--- config.mk ---
export PLATFORM = sky130hd
export DESIGN_NAME = pulse_period_meter
export DESIGN_NICKNAME = d
export VERILOG_FILES = /design/src/rtl/pulse_period_meter.sv
export SDC_FILE = /design/constraint.sdc
export NUM_CORES = 1
export LEC_CHECK = 0
export CORE_MARGIN = 2
export CORE_UTILIZATION = 46
export CTS_CLUSTER_DIAMETER = 60
export DETAILED_ROUTE_END_ITERATION = 7
export PLACE_DENSITY = 0.64
export SLEW_MARGIN = 5
export SYNTH_ARGS = -nofsm -noshare
export SYNTH_HDL_FRONTEND = slang
export SYNTH_SLANG_ARGS = --single-unit
--- constraint.sdc ---
create_clock -name clk -period 5.55 [get_ports clk]
set_clock_uncertainty 0.2 [all_clocks]
set_input_delay 0.8325 -clock clk [delete_from_list [all_inputs] [get_ports clk]]
set_output_delay 0.8325 -clock clk [all_outputs]
set_load 0.02 [all_outputs]
--- src/rtl/pulse_period_meter.sv ---
// Measures the clock-cycle spacing between consecutive strobe events and
// reports each result over a valid/ready port with sticky overrun/timeout flags.
module pulse_period_meter #(
    parameter int unsigned  CLKFREQ    = 100_000_000,
    parameter int unsigned  MAX_PERIOD = 100_000_000,
    parameter bit           SYNC_EN    = 1'b1,
    localparam int unsigned W          = $clog2(MAX_PERIOD + 1)
) (
    input  logic         clk,
    input  logic         rst,
    input  logic         clr,
    input  logic         pulse_in,
    output logic [W-1:0] period,
    output logic         period_valid,
    input  logic         period_ready,
    output logic         overrun,
    output logic         timeout
);

    if (MAX_PERIOD < 2 || CLKFREQ == 0) begin : g_bad_params
        $error("pulse_period_meter: MAX_PERIOD must be >= 2 and CLKFREQ nonzero");
    end

    logic evt;

    // Asynchronous input: two-flop synchronizer followed by rising-edge detect.
    if (SYNC_EN) begin : g_sync
        logic s1_q, s2_q, s3_q;

        always_ff @(posedge clk or posedge rst) begin
            if (rst) begin
                s1_q <= 1'b0;
                s2_q <= 1'b0;
                s3_q <= 1'b0;
            end else begin
                s1_q <= pulse_in;
                s2_q <= s1_q;
                s3_q <= s2_q;
            end
        end

        assign evt = s2_q & ~s3_q;
    end else begin : g_direct
        assign evt = pulse_in;
    end

    typedef enum logic {
        IDLE    = 1'b0,
        MEASURE = 1'b1
    } state_e;

    state_e       state_q, state_d;
    logic [W-1:0] cnt_q, cnt_d;
    logic [W-1:0] period_q, period_d;
    logic         valid_q, valid_d;
    logic         overrun_q, overrun_d;
    logic         timeout_q, timeout_d;
    logic [W-1:0] cnt_inc;

    // Next-state: counting, result hand-off and flag updates.
    always_comb begin
        state_d   = state_q;
        cnt_d     = cnt_q;
        period_d  = period_q;
        valid_d   = valid_q;
        overrun_d = overrun_q;
        timeout_d = timeout_q;
        cnt_inc   = cnt_q + W'(1);

        if (valid_q && period_ready) begin
            valid_d = 1'b0;
        end

        if (clr) begin
            state_d   = IDLE;
            cnt_d     = '0;
            valid_d   = 1'b0;
            overrun_d = 1'b0;
            timeout_d = 1'b0;
        end else begin
            case (state_q)
                IDLE: begin
                    cnt_d = '0;
                    if (evt) begin
                        state_d = MEASURE;
                    end
                end
                MEASURE: begin
                    if (evt) begin
                        cnt_d     = '0;
                        timeout_d = 1'b0;
                        // A held, unaccepted result wins; the new one is dropped.
                        if (!valid_q || period_ready) begin
                            period_d = cnt_inc;
                            valid_d  = 1'b1;
                        end else begin
                            overrun_d = 1'b1;
                        end
                    end else if (cnt_inc == W'(MAX_PERIOD)) begin
                        timeout_d = 1'b1;
                        state_d   = IDLE;
                        cnt_d     = '0;
                    end else begin
                        cnt_d = cnt_inc;
                    end
                end
                default: begin
                    state_d = IDLE;
                    cnt_d   = '0;
                end
            endcase
        end
    end

    always_ff @(posedge clk or posedge rst) begin
        if (rst) begin
            state_q   <= IDLE;
            cnt_q     <= '0;
            period_q  <= '0;
            valid_q   <= 1'b0;
            overrun_q <= 1'b0;
            timeout_q <= 1'b0;
        end else begin
            state_q   <= state_d;
            cnt_q     <= cnt_d;
            period_q  <= period_d;
            valid_q   <= valid_d;
            overrun_q <= overrun_d;
            timeout_q <= timeout_d;
        end
    end

    assign period       = period_q;
    assign period_valid = valid_q;
    assign overrun      = overrun_q;
    assign timeout      = timeout_q;

endmodule

==> results.md <==
* Most frequent cells after synthesis: 63 x nor2_1, 61 x dfrtp_1, 28 x a21oi_1
* Number of remaining DRC errors at 0
* Pin count of the biggest net entering global routing at 62
* Critical path arrival at 3.40 ns
* Number of synthesized flops with an enable pin at 0
* Worst slew margin relative to its limit at 44.9%
* I/O pin count at 35
* Max Root-Sink Buffers at 2
* Setup violations, final at 0
* Wirelength per Cell at 14.0 um
* Wire length of the first global-routing pass at 9.49 mm
* Top achievable clock speed at 0.293 GHz
* Dominant cells by area after synthesis: dfrtp_1 54%, nor2_1 8.3%, a21oi_1 4.9%
* Post-CTS sizing at 0
* Setup bufs post-CTS at 0
* Cell at the root of the clock tree: clkbuf_8
* Total detailed-routing wirelength at 5.60 mm
* Result of the run: complete, no violations
* Final critical path time including I/O delays and setup at 3.41 ns
* Vias after detailed routing at 2095
* Count of warnings emitted by yosys at 0
* Netlist Area Pre-Place at 2840 um2
* Initial core utilization at 47.7%
* Number of hold-slack violations in the final timing report at 0
* Pre-antenna DRT Iters at 5
* Crit path capture type: flop
* Leakage power total at 0.00142 uW
* R2r setup slk at 2.14 ns
* Most frequent cell after synthesis: nor2_1
* Final slew viol count at 0
* Count of maximum capacitance violations at 0
* Syn nets at 293
* Yosys reg bits at 61
* PortBufs at 34
* RSZ-0062 raised after global routing: false
* Number of sinks handled by clock tree synthesis at 61
* Power after layout at 1200 uW
* Half-perimeter wire length after placement at 3.84 mm
* Required time worst endpoint at 5.54 ns
* Setup TNS at 0 ns
* CTS Hold Bufs at 0
* Total number of nets in the final design at 327
* Mean number of vias per cell at 5.24
* 1st-iter DRT viols at 84
* Proportion of layout cells with a drive suffix above 1 at 9.54%
* Classification of the worst-slack hold path: flop to flop
* Slew @ Worst Pin at 0.822 ns
* Cell count after synthesis at 286
* Num CTS Buffers at 9
* Global routing usage summed across all routing layers at 18.7%
* Post-CTS clock slew at the launch and capture registers of the worst setup and hold paths at 0.06 ns
* Floorplan row count at 28
* Post-synthesis sequential area ratio at 53.8%
* Clk Latency, worst-skew pair at 0.34 ns
* Power density cells at 348 nW/um2
* Share of Yosys cell area claimed by the top area cell type at 53.8%
* Mean Syn Cell Area at 9.93 um2
* Count of nets left with antenna violations after detail routing at 0
* Synthesis-to-finish area growth at 21.9%
* Antenna diode instance count at 0
* Initial antenna violation count at 0
* Largest fanout on the critical path at 14
* CTS tree: done
* Placeable Area at 5960 um2
* Distinct cell type count of the synthesized netlist at 42
* Top flip-flop cell by instance count after synthesis: dfrtp_1
* Final worst path period share at 61.4%
* Type of the worst setup path: flop to flop
* Library cell with the largest summed area after synthesis: dfrtp_1
* Global-route congestion overflow total at 0
* DIE AREA at 6820 um2
* Async S/R FF share, synth at 100%
* Horizontal die dimension at 82.6 um
* Die Span Y at 82.6 um
* Placer congestion estimate at 0.838
* Deepest level of the CTS H-tree at 3
* Via count of the first global-routing pass at 1987
* Worst-case vdd ir drop at 187 uV
* Element type at the critical path start: flop
## worst max-delay path, stage by stage (launching register included)
cell and delay, ns:
dfrtp_1 0.45, ha_1 0.27, nand3_1 0.35, nor3_1 0.49
mux2_2 0.39, mux2i_1 0.15, nand4b_1 0.24, o31ai_4 0.61
nor2_1 0.12
## per-layer routing
metal  part of all wire (%)  track usage [%]  up-vias
met5                      0                0        -
met4                    1.9             8.85        0
met3                    3.7             4.24        9
met2                     44             27.4       41
met1                     50             26.3      998
li1                       -                -     1047
## layout by cell type (no fill, tap or decap), drive strengths merged, types with 2 or more instances in the layout
master / Yosys / routed
nor2: 63 / 63
dfrtp: 61 / 61
clkdlybuf4s50: 0 / 34
a21oi: 28 / 28
nand2: 15 / 15
xor2: 13 / 13
clkbuf: 5 / 12
xnor2: 11 / 11
nand3: 11 / 11
nand4: 9 / 9
nor3: 8 / 8
nor4: 7 / 7
inv: 5 / 5
nor2b: 4 / 4
mux2i: 4 / 4
buf: 10 / 4
and3: 3 / 3
o21ai: 3 / 3
mux2: 2 / 2
and4: 2 / 2
nor3b: 2 / 2
a21o: 2 / 2
nand3b: 2 / 2
ha: 2 / 2
bufinv: 0 / 2
clkinv: 0 / 2
nand4b: 2 / 2
o31ai: 2 / 2
## path summary, 6_finish.rpt
path,depth (start not counted),endpoint,from
setup / recovery,8,cnt_q[14],cnt_q[0]
hold / removal,0,g_sync.s2_q,g_sync.s1_q
setup reg to reg,8,cnt_q[14],cnt_q[0]
hold reg to reg,0,g_sync.s2_q,g_sync.s1_q
max in group asynchronous,3,period[7],rst
min in group asynchronous,3,period[23],rst
## cell type report
cell class	count	area [um2]
fill	539	2500
sequential	61	1530
multi-input combinational	205	1220
timing repair buffer	38	370
clock buffer	12	155
tap	75	93.8
clock inverter	4	70.1
inverter	5	18.8
## sequential cells by signal, indices dropped and copies added (netlist names)
name          flops
cnt_q            27
period           27
g_sync.s1_q       1
g_sync.s2_q       1
g_sync.s3_q       1
overrun           1
period_valid      1
state_q           1
timeout           1
## cells by family (layout without fill, tap and decap cells)
logic type | after synthesis | count (layout) | share of synthesized area, %
multiplexers | 6 | 6 | 2.20
flip-flops | 61 | 61 | 53.8
AND/OR/NAND/NOR | 132 | 132 | 23.7
AO/OA/AOI/OAI | 41 | 41 | 8.81
XOR/XNOR | 24 | 24 | 7.40
adder cells (fa/ha/maj) | 2 | 2 | 0.881
buffers and inverters | 20 | 59 | 3.26
## report_power, final
group / internal, uW / switching, uW
Clock: 276 / 165
Sequential: 498 / 27.7
Combinational: 115 / 123
Total: 889 / 316
## stage by stage
step | utilization (%) | area [um2] | hold WS, ns | setup WS, ns | instances
after detailed placement | 54.3 | 3230 | 0.146 | 2.16 | 384
after CTS | 58.1 | 3460 | 0.169 | 2.16 | 400
after global placement | 54.3 | 3230 | 0.148 | 2.33 | 384
after global routing | 58.1 | 3460 | 0.181 | 1.89 | 400
final | 58.1 | 3460 | 0.166 | 2.14 | 400
after floorplan | - | 2840 | 0.131 | 2.75 | 286
Note: power is estimated with default switching activity, not from simulation.
==> patch 1: new RTL, same settings <==
Change the parameter `SYNC_EN` from 1'b1 to 1'b0.
--- a/src/rtl/pulse_period_meter.sv
+++ b/src/rtl/pulse_period_meter.sv
@@ -4,5 +4,5 @@
     parameter int unsigned  CLKFREQ    = 100_000_000,
     parameter int unsigned  MAX_PERIOD = 100_000_000,
-    parameter bit           SYNC_EN    = 1'b1,
+    parameter bit           SYNC_EN    = 1'b0,
     localparam int unsigned W          = $clog2(MAX_PERIOD + 1)
 ) (
Formal check against the unedited RTL: not equivalent (a bounded check fails within 4 cycles, from zero or initial values and one cycle with rst high).
==> patch 1 against the unedited design <==
  * Sequential cell count is 3 lower
  * Worst setup slack worse by 24 ps
  * Total power is 6.8% lower
  * Worst hold slack better by 150 ps
  * Non-clock buffer count is 2 lower
  * Routed wire length is 20% higher
  * Synthesized area is 6.2% higher
  * Critical path depth stayed put
  * Cell area is 4.0% higher
  * Critical path type unchanged
  * Critical endpoint is now cnt_q[15]$_DFF_PP0_
==> patch 1: results (changes against the unedited design) <==
| Metric | Value |
|---|---|
| Outcome | `completed` |
| Post-DP Area | `3379 sq um (+4.5%)` |
| Post-synthesis xor/xnor area fraction | `5.519% (-1.9 points)` |
| Worst slack, placed | `2135 ps (-21.16 ps)` |
| All-Layer GR Usage | `20.46% (+1.8 points)` |
| Layout filler cell count | `574 (+6.5%)` |
| Mapped Nets | `330 (+13%)` |
| Synth Area in Compound Gates | `13.44% (+4.6 points)` |
| Worst vdd rail ir drop | `0.1694 mV (-9.3%)` |
| Clk_buf instances | `11 (-1)` |
| Met3 wire len | `238 um (+16%)` |
| Yosys cell types | `56 (+33%)` |
| Slowest stage delay, CP | `540 ps (-70 ps)` |
| First drt pass iteration count | `4 (-1)` |
| Insertion delay to the later sink of the worst-skew pair | `350 ps` |
| Comb_multi_in | `241 (+18%)` |
| First-pass GRT wire length | `11390 um (+20%)` |
| Sequential share of cell area | `40.33% (-3.8 points)` |
| Sequential area share after synthesis | `48.13% (-5.6 points)` |
| Core area | `6350 sq um (+6.6%)` |
| Met2 wire len | `3044 um (+23%)` |
| Vias/cell | `5.593 (+6.8%)` |
| Multi-input logic area | `1450 sq um (+18%)` |
| Vias in the first global route | `2299 (+16%)` |
| Sequential share of power | `43.3% (-0.3 points)` |
| M1 WL | `3324 um (+18%)` |
| Fin nets | `360 (+10%)` |
| Post-DP HPWL | `4677 um (+22%)` |
| Final WL | `6740 um (+20%)` |
| Crit path DAT | `3440 ps (+40 ps)` |
| Largest net degree at the start of global routing | `59 (-4.8%)` |
| Iteration-0 DRC Markers | `214 (+150%)` |
| Relative slew slack | `51.67% (+6.8 points)` |
| GPL Wtd Cong | `0.9564 (+14%)` |
| Post-Synth Adder-Cell Area | `0.8299% (-0.052 points)` |
| Clock-cell share of area | `6.085% (-0.43 points)` |
| Highest-delay cell along the critical path | `or4_4` |
| M2 GR Usage | `29.90% (+2.5 points)` |
| Layout cells sized above 1 | `12.57% (+3.0 points)` |
| Non-clk invs | `7 (+2)` |
| M1 GR Usage | `28.97% (+2.7 points)` |
| Grt met3 use | `5.156% (+0.92 points)` |
| Seq. cell area | `1451 sq um (-4.9%)` |
| Post-synth top cells | `58 x dfrtp_1, 56 x nor2_1, 34 x a21oi_1, 13 x nand2_1, 13 x nand3_1` |
| Clock network power | `0.000436 W (-1%)` |
| Diode count | `0 (unchanged)` |
| Pleak | `1.386 nW (-2.5%)` |
| Bufs w/o clock | `36 (-5.3%)` |
| Int Power | `0.0008221 W (-7.5%)` |
| Clock sink total | `58 (-4.9%)` |
| Area contributors post-synth | `dfrtp_1 48%, nor2_1 7.0%, a21oi_1 5.6%` |
| Non-clock buffer share | `9.875% (-0.83 points)` |
| Final Power | `0.001122 W (-6.8%)` |
| Vias | `2433 (+16%)` |
| Multiplexer share of the synthesized area | `1.120% (-1.1 points)` |
## patch 1: changes by cell type after synthesis, moves of 4 or more
| cell | delta |
|---|---|
| clkbuf_1 | +6 |
| buf_2 | -6 |
| nor2_1 | -7 |
| a21oi_1 | +6 |
| nor2_2 | +10 |
| nand4_1 | +4 |
| mux2i_1 | -4 |
## patch 1: final timing paths
path | cells past startpoint | slack [ps] | start | endpoint
max in group asynchronous | 3 | 3850 | rst | timeout$_DFFE_PP0P_
max | 8 | 2120 | cnt_q[0]$_DFF_PP0_ | cnt_q[15]$_DFF_PP0_
min in group asynchronous | 3 | 820 | rst | period[3]$_DFFE_PP0P_
min reg2reg | 1 | 310 | period[1]$_DFFE_PP0P_ | period[1]$_DFFE_PP0P_
max reg2reg | 8 | 2120 | cnt_q[0]$_DFF_PP0_ | cnt_q[15]$_DFF_PP0_
min | 1 | 310 | period[1]$_DFFE_PP0P_ | period[1]$_DFFE_PP0P_
==> patch 2: new RTL, config.mk and constraints unchanged <==
Made on the original files. Reset style: synchronous (`rst`), changed in 2 clocked blocks. Comments in the files are not updated.
--- a/src/rtl/pulse_period_meter.sv
+++ b/src/rtl/pulse_period_meter.sv
@@ -28,5 +28,5 @@
         logic s1_q, s2_q, s3_q;
 
-        always_ff @(posedge clk or posedge rst) begin
+        always_ff @(posedge clk) begin
             if (rst) begin
                 s1_q <= 1'b0;
@@ -113,5 +113,5 @@
     end
 
-    always_ff @(posedge clk or posedge rst) begin
+    always_ff @(posedge clk) begin
         if (rst) begin
             state_q   <= IDLE;
Function: differs if rst is asserted again (counterexample within 10 cycles, from zero or initial values and one cycle with rst high); with rst held inactive, the same outputs for 10 cycles.
==> patch 2 against the unedited design <==
  * Synthesized area decreased by 3.6%
  * First-iteration DRC count is 67% higher
  * Final cell count grew 2.3%
  * Routed wire length rose by 1.8%
  * Sequential cell count unchanged
  * Via count is 3.2% higher
  * Worst setup slack gained 86 ps
  * Cell area fell by 4.4%
  * Critical path type unchanged
  * Largest cell class is now multi-input combinational cells
Power is not compared: it rests on default switching activity, and its combinational part moved more than twofold at a synthesized area within 25%.
==> patch 2: results (changes against the unedited design) <==
| Metric | Value |
|---|---|
| Outcome | `completed` |
| Final min period | `3323 ps (-85.69 ps)` |
| M2 GR Usage | `28.35% (+0.93 points)` |
| Post-synth top cells | `61 x dfxtp_1, 52 x nor2_1, 26 x a211oi_1, 17 x nand3_1, 16 x xnor2_1` |
| Relative slew slack | `51.88% (+7.0 points)` |
| Sequential area share after synthesis | `44.61% (-9.2 points)` |
| Met2 wire len | `2595 um (+4.6%)` |
| Post-synthesis xor/xnor area fraction | `8.638% (+1.2 points)` |
| Cells on worst reg2reg path | `7 (-1)` |
| Iteration-0 DRC Markers | `140 (+67%)` |
| Async SR Flop Fraction | `0% (-100 points)` |
| Post-DP Area | `3108 sq um (-3.9%)` |
| Hold depth | `1 (+1)` |
| Highest-delay cell along the critical path | `nor3_4` |
| M1 WL | `2761 um (-1.7%)` |
| Slowest stage delay, CP | `620 ps` |
| Final hold slack | `251.3 ps (+85.40 ps)` |
| Yosys cell types | `41 (-2.4%)` |
| Placed Instances | `394 (+2.6%)` |
| Met3 wire len | `297 um (+44%)` |
| Setup crit end | `cnt_q[1]$_SDFF_PP0_` |
| Post-CTS Setup Inserts | `0 (unchanged)` |
| Final WL | `5703 um (+1.8%)` |
| GPL Wtd Cong | `0.8388 (+0.11%)` |
| Sequential share of power | `51.8%` |
| Fin nets | `337 (+3.1%)` |
| WHS Endpoint | `g_sync.s2_q$_SDFF_PP0_` |
| Worst vdd rail ir drop | `0.1761 mV` |
| Maxcap violations | `0 (unchanged)` |
| R2R Path End | `cnt_q[1]$_SDFF_PP0_` |
| Ys flop type | `dfxtp_1` |
| Largest net degree at the start of global routing | `34 (-45%)` |
| Vias | `2162 (+3.2%)` |
| Avg Inst Size Synth | `9.095 sq um (-8.4%)` |
| Top routing layer used | `met4` |
| Synth Area in Compound Gates | `9.415% (+0.60 points)` |
| First drt pass iteration count | `4 (-1)` |
| Final Non-Filler Cells | `409 (+2.3%)` |
| Cts repair resizes | `0 (unchanged)` |
| All-Layer GR Usage | `19.16% (+0.46 points)` |
| Vias in the first global route | `1989 (+0.10%)` |
| Ys Warns | `0 (unchanged)` |
| Multiplexer share of the synthesized area | `1.920% (-0.28 points)` |
| Clock share of power | `46.7%` |
| Worst slack, placed | `2237 ps (+80.41 ps)` |
| Post-DP HPWL | `3909 um (+1.8%)` |
| First-pass GRT wire length | `9570 um (+0.87%)` |
| Worst Setup SP | `cnt_q[5]$_SDFF_PP0_` |
| Post-Synth Adder-Cell Area | `0.9141% (+0.033 points)` |
| Register clock-pin slew on the reported worst setup and hold paths | `70 ps` |
| M1 GR Usage | `26.33% (+0.070 points)` |
| Pleak | `1.025 nW` |
| Hold path start | `g_sync.s1_q$_SDFF_PP0_` |
| Layout cells sized above 1 | `12.28% (+2.7 points)` |
| Port bufs | `34 (unchanged)` |
| CTS buffer count | `9 (unchanged)` |
| Grt met3 use | `6.556% (+2.3 points)` |
| Area contributors post-synth | `dfxtp_1 45%, a211oi_1 7.1%, nor2_1 7.1%` |
| Mapped Nets | `308 (+5.1%)` |
[patch 2: cell types whose count changed in the layout (fill, tap and decap cells not counted), moves of 4 or more]
| cell | delta |
|---|---|
| nor3_1 | +4 |
| dfxtp_1 | +61 |
| nor3_2 | +10 |
| xnor2_1 | +5 |
| nor2_1 | -11 |
| a211oi_1 | +25 |
| a21oi_1 | -27 |
| nand3_1 | +6 |
| dfrtp_1 | -61 |
| nand4_1 | +4 |
[patch 2: cell type report]
type                            instances  area [sq um]
Clock buffer                           11         151.4
Clock inverter                          4         47.55
Fill cell                             545          2544
Inverter                                3         11.26
Multi-Input combinational cell        217          1411
Sequential cell                        61          1221
Tap cell                               75         93.84
Timing Repair Buffer                   38         370.4
[patch 2: worst register-to-register path, stage by stage, from the launching register on]
cell     delay, ps
dfxtp_1        460
nand3_1        260
nor3_1         570
and4_1         330
xor2_1          90
or4_4          520
nor3_4         620
nor3b_1        120
